===== config.mk =====
export PLATFORM = sky130hd
export DESIGN_NAME = instruction_sequencer
export DESIGN_NICKNAME = d
export VERILOG_FILES = /design/src/rtl/instruction_sequencer.sv
export SDC_FILE = /design/constraint.sdc
export NUM_CORES = 1
export LEC_CHECK = 0
export BUFFER_PORTS_ARGS = -buffer_cell sky130_fd_sc_hd__buf_2
export CAP_MARGIN = 40
export CORE_ASPECT_RATIO = 1.5
export CORE_MARGIN = 3
export CORE_UTILIZATION = 35
export DETAILED_ROUTE_END_ITERATION = 16
export SYNTH_ARGS = -nofsm -noshare
export SYNTH_HDL_FRONTEND = slang
export SYNTH_SLANG_ARGS = --single-unit

===== constraint.sdc =====
create_clock -name clk -period 1.8 [get_ports clk]
set_clock_uncertainty 0.05 [all_clocks]
set_input_delay 0.09 -clock clk [delete_from_list [all_inputs] [get_ports clk]]
set_output_delay 0.09 -clock clk [all_outputs]
set_load 0.05 [all_outputs]

===== src/rtl/instruction_sequencer.sv =====
// rtl/instruction_sequencer.sv - fetch/execute sequencer for a 4-bit-opcode accumulator datapath
module instruction_sequencer #(
    parameter int PC_W        = 4,
    parameter int ACK_TIMEOUT = 15
) (
    input  logic            clk,
    input  logic            rst_n,
    input  logic            start,
    output logic            mem_req,
    output logic [PC_W-1:0] mem_addr,
    input  logic            mem_ack,
    input  logic [7:0]      mem_rdata,
    input  logic            zero,
    output logic            load_acc,
    output logic            alu_enable,
    output logic            alu_sub,
    output logic [3:0]      imm,
    output logic            halted,
    output logic            fault,
    output logic [7:0]      instr_count
);

    localparam int WAIT_W = (ACK_TIMEOUT < 2) ? 1 : $clog2(ACK_TIMEOUT + 1);
    localparam logic [WAIT_W-1:0] WAIT_LIMIT = WAIT_W'(ACK_TIMEOUT);

    localparam logic [3:0] OP_LDI = 4'h1;
    localparam logic [3:0] OP_ADD = 4'h2;
    localparam logic [3:0] OP_SUB = 4'h3;
    localparam logic [3:0] OP_JMP = 4'h7;
    localparam logic [3:0] OP_JZ  = 4'h8;
    localparam logic [3:0] OP_HLT = 4'hF;

    typedef enum logic [1:0] {
        S_IDLE,
        S_FETCH,
        S_EXEC,
        S_FAULT
    } state_t;

    state_t            state;
    logic [PC_W-1:0]   pc;
    logic [7:0]        ir;
    logic [WAIT_W-1:0] wait_cnt;
    logic [WAIT_W-1:0] wait_inc;
    logic [PC_W-1:0]   jump_target;
    logic [3:0]        fetch_op;

    assign wait_inc    = wait_cnt + 1'b1;
    assign jump_target = PC_W'(ir[3:0]);
    assign fetch_op    = mem_rdata[7:4];
    // pc is a register, so the address is as clean as any registered output
    assign mem_addr    = pc;

    // Strobes and imm are decoded from mem_rdata on the accepting FETCH edge
    // so that they are registered and valid for exactly the EXEC cycle.
    always_ff @(posedge clk) begin
        if (!rst_n) begin
            state       <= S_IDLE;
            pc          <= '0;
            ir          <= '0;
            wait_cnt    <= '0;
            instr_count <= '0;
            mem_req     <= 1'b0;
            load_acc    <= 1'b0;
            alu_enable  <= 1'b0;
            alu_sub     <= 1'b0;
            imm         <= '0;
            halted      <= 1'b1;
            fault       <= 1'b0;
        end else begin
            load_acc   <= 1'b0;
            alu_enable <= 1'b0;
            alu_sub    <= 1'b0;
            imm        <= '0;
            case (state)
                S_IDLE: begin
                    if (start) begin
                        state   <= S_FETCH;
                        mem_req <= 1'b1;
                        halted  <= 1'b0;
                    end
                end
                S_FETCH: begin
                    if (mem_ack) begin
                        state    <= S_EXEC;
                        ir       <= mem_rdata;
                        pc       <= pc + 1'b1;
                        wait_cnt <= '0;
                        mem_req  <= 1'b0;
                        imm      <= mem_rdata[3:0];
                        case (fetch_op)
                            OP_LDI:  load_acc <= 1'b1;
                            OP_ADD:  alu_enable <= 1'b1;
                            OP_SUB: begin
                                alu_enable <= 1'b1;
                                alu_sub    <= 1'b1;
                            end
                            default: ;
                        endcase
                    end else begin
                        wait_cnt <= wait_inc;
                        if (wait_inc == WAIT_LIMIT) begin
                            state   <= S_FAULT;
                            mem_req <= 1'b0;
                            fault   <= 1'b1;
                        end
                    end
                end
                S_EXEC: begin
                    instr_count <= instr_count + 8'd1;
                    case (ir[7:4])
                        OP_JMP: pc <= jump_target;
                        OP_JZ: begin
                            if (zero) begin
                                pc <= jump_target;
                            end
                        end
                        default: ;
                    endcase
                    if (ir[7:4] == OP_HLT) begin
                        state  <= S_IDLE;
                        halted <= 1'b1;
                    end else begin
                        state   <= S_FETCH;
                        mem_req <= 1'b1;
                    end
                end
                S_FAULT: ;
                default: state <= S_FAULT;
            endcase
        end
    end

endmodule


==> out/summary.txt <==
CRITICAL PATH
---------------------------------------------------------------------------------
Signal arrival time at the worst endpoint ..........................      1.86 ns
Cells along the critical path ...................................... inv_1 > ha_1 > nand4_1 > or3_1 > a21oi_1
Critical path buffers and inverters ................................            1
Crit-path slowest cell ............................................. sky130_fd_sc_hd__or3_1
Crit Path Category .................................................      reg2reg
Delay of the slowest cell on the worst path ........................      0.40 ns
Critical Path Start Type ...........................................         flop
Req. time, crit path ...............................................      1.97 ns
Category of the worst setup path capture point .....................         flop
Largest driver fanout on the critical path .........................            6
Family with the most delay on the worst path ....................... simple AND/OR/NAND/NOR gates

GRT
---------------------------------------------------------------------------------
Maximum number of pins on one net before global-route repair .......           16
Residual overflow from global routing ..............................            0
Via count of the first global-routing pass .........................         1441
Antenna violations before repair ...................................            0
GRT Util Overall ...................................................        14.0%
Global-route wire length before repair .............................      6470 um

CLOCK NETWORK
---------------------------------------------------------------------------------
CTS Buf Count ......................................................            5
Later-pin clock latency in the skew report .........................      0.29 ns
Number of sinks driven by the clock tree ...........................           36
Clock tree root buffer cell ........................................ sky130_fd_sc_hd__clkbuf_8
CTS tree ...........................................................          yes
H-tree depth .......................................................            2
Maximum clock insertion buffer count ...............................            2
Clock-pin slew on the worst setup and hold paths ...................      0.07 ns

LOGIC SYNTHESIS
---------------------------------------------------------------------------------
Most common flop cell mapped by yosys .............................. sky130_fd_sc_hd__dfxtp_1
Sequential element share of the synthesized area ...................        42.5%
Total number of yosys warnings .....................................            0
Count of flip-flops with a built-in enable after synthesis .........            0
Yosys reg bits .....................................................           36
Count of distinct cell types in the synthesized netlist ............           46
Combined area of all synthesized cells ............................. 0.00169 sq mm
Share of async-settable or async-resettable flops after synthesis ..           0%
Synthesized instance count .........................................          194
Number of nets produced by synthesis ...............................          215
Mean instance size in the synthesized netlist ......................   8.73 sq um

STA
---------------------------------------------------------------------------------
Total count of hold-check failures in the final report .............            0
Final max-slew violation count .....................................            0
Post-route setup TNS ...............................................         0 ns
Tmin final .........................................................      1.69 ns
Final period utilization ...........................................        94.0%
Slew @ Worst Pin ...................................................     0.400 ns
Highest clock frequency the design can meet ........................    0.591 GHz
Max transition margin ..............................................        73.1%
Final worst setup slack ............................................     0.108 ns
Setup Viol. Count Final ............................................            0
Worst hold slack ...................................................    0.0855 ns

FLOORPLAN
---------------------------------------------------------------------------------
I/O pin count ......................................................           35
Width of the die ...................................................      62.8 um
Core Area .......................................................... 0.00462 sq mm
Area enclosed by the die boundary .................................. 0.00573 sq mm
Starting Density ...................................................        36.7%
Standard-cell rows .................................................           30
Chip height ........................................................      91.2 um

PWR
---------------------------------------------------------------------------------
Static power due to leakage ........................................     0.920 nW
Pwr dens ...........................................................  955 mW/mm^2
Maximum ir drop on the vdd rail ....................................     0.440 mV
Overall Power ......................................................      2.05 mW

LAYOUT
---------------------------------------------------------------------------------
Post-layout instance count excluding filler cells ..................          307
Fraction of layout instances using a drive strength above 1 ........        24.3%
Layout overhead on the synthesized area ............................        26.6%
Most common cell after layout, fill and taps aside ................. sky130_fd_sc_hd__dfxtp_1
Fillers ............................................................          479
N_diodes ...........................................................            0
Total number of nets in the final design ...........................          263
Commonest non-fill, non-tap cells in the layout .................... sky130_fd_sc_hd__dfxtp_1, sky130_fd_sc_hd__buf_2, sky130_fd_sc_hd__nand2_1

DRT
---------------------------------------------------------------------------------
Final wirelength ...................................................      3700 um
Post-route DRC violation count .....................................            0
Routed WL per cell .................................................      12.0 um
Average vias per placed instance ...................................         4.89
Number of optimization iterations in the first detailed-route pass .            4
Post-DRT Antenna Nets ..............................................            0
Number of DRC violations after detailed-routing iteration 0 ........           75
Detailed-route via count ...........................................         1502

PLACE
---------------------------------------------------------------------------------
Worst slack, placed ................................................    0.0644 ns
Cells after DPL ....................................................          291
RD Place Congestion ................................................        0.791
Buffers added on ports .............................................           34
Sum of net half-perimeters after detailed placement ................      2850 um

RUN
---------------------------------------------------------------------------------
Max-cap viol count .................................................            0

HOLD PATH
---------------------------------------------------------------------------------
Min-Delay Path Class ...............................................       in2reg

STATUS
---------------------------------------------------------------------------------
Outcome ............................................................ finished clean

-- cells in the mapped netlist, types with 5 or more instances --
master                    number  share of area, %
sky130_fd_sc_hd__a21oi_1      16               4.7
sky130_fd_sc_hd__ha_1          8               5.9
sky130_fd_sc_hd__dfxtp_1      36                43
sky130_fd_sc_hd__and3_1        7               2.6
sky130_fd_sc_hd__nand2_1      29               6.4
sky130_fd_sc_hd__inv_1         6               1.3
sky130_fd_sc_hd__nor2_1       18               4.0
sky130_fd_sc_hd__mux2i_1       5               3.0
sky130_fd_sc_hd__nand4_1       5               1.8
sky130_fd_sc_hd__o21ai_0       5               1.5
-- repair_timing --
| action | 4_1_cts | 5_1_grt |
|---|---|---|
| endpoints found under the hold margin | 12 | 0 |
| buffers inserted | 0 | 0 |
| hold buffers | 8 | 0 |
| gates resized for setup | 0 | 4 |
| endpoints found under the setup margin | 0 | 7 |
-- final cells by class --
type	instances	area, sq um	area share (%)
clock buffer	6	82.6	3.85
clock inverter	2	10.0	0.467
inverter	8	30.0	1.40
multi-input combinational	143	925	43.1
sequential	36	722	33.7
tap	64	80.1	3.73
timing repair buffer	48	295	13.8
-- registers in the layout (all words and copies together) (netlist names) --
register     count
ir               8
imm              4
mem_addr         4
wait_cnt         4
load_acc         1
halted           1
instr_count      8
alu_sub          1
alu_enable       1
mem_req          1
state            2
fault            1
-- worst min-delay path: stages --
cell                      delay [ns]
sky130_fd_sc_hd__buf_2          0.09
sky130_fd_sc_hd__inv_2          0.09
sky130_fd_sc_hd__a21oi_1        0.11
-- metrics by stage --
step                      utilization [%]  instance area (sq um)
final                                46.4                   2140
after global routing                 46.4                   2140
after global placement               42.4                   1960
after floorplan                         -                   1690
after detailed placement             42.4                   1960
after CTS                            46.1                   2130
-- final timing paths --
path | endpoint | cells past startpoint | slack, ns | startpoint
max | instr_count[7] | 5 | 0.11 | state[0]
min | ir[7] | 3 | 0.09 | rst_n
max reg2reg | instr_count[7] | 5 | 0.11 | state[0]
min reg2reg | ir[1] | 2 | 0.41 | ir[1]
-- kinds of logic (layout without fill, tap and decap cells) --
group                      count (synthesis)  count (layout)  synth area share, %
and+or+nand+nor                           85              85                 26.4
AOI/OAI and AO/OA                         38              38                 14.6
DFF                                       36              36                 42.5
buffers and inverters                     15              64                 3.77
adders and majority gates                  8               8                 5.91
xor gates and xnor gates                   6               6                 3.10
muxes                                      6               6                 3.62
-- metal layers --
layer	part of all wire (%)	wire length, um	track usage, %
met5	0	0	0
met4	2.1	76	6.45
met3	3.3	123	3.22
met2	52	1910	24.9
met1	43	1590	15.5
-- power breakdown --
group | switching (mW) | leakage (nW) | internal (mW)
combinational | 0.340 | 0.576 | 0.197
clock | 0.288 | 0.0510 | 0.305
sequential | 0.0596 | 0.293 | 0.858
Note: power is estimated with default switching activity, not from simulation.
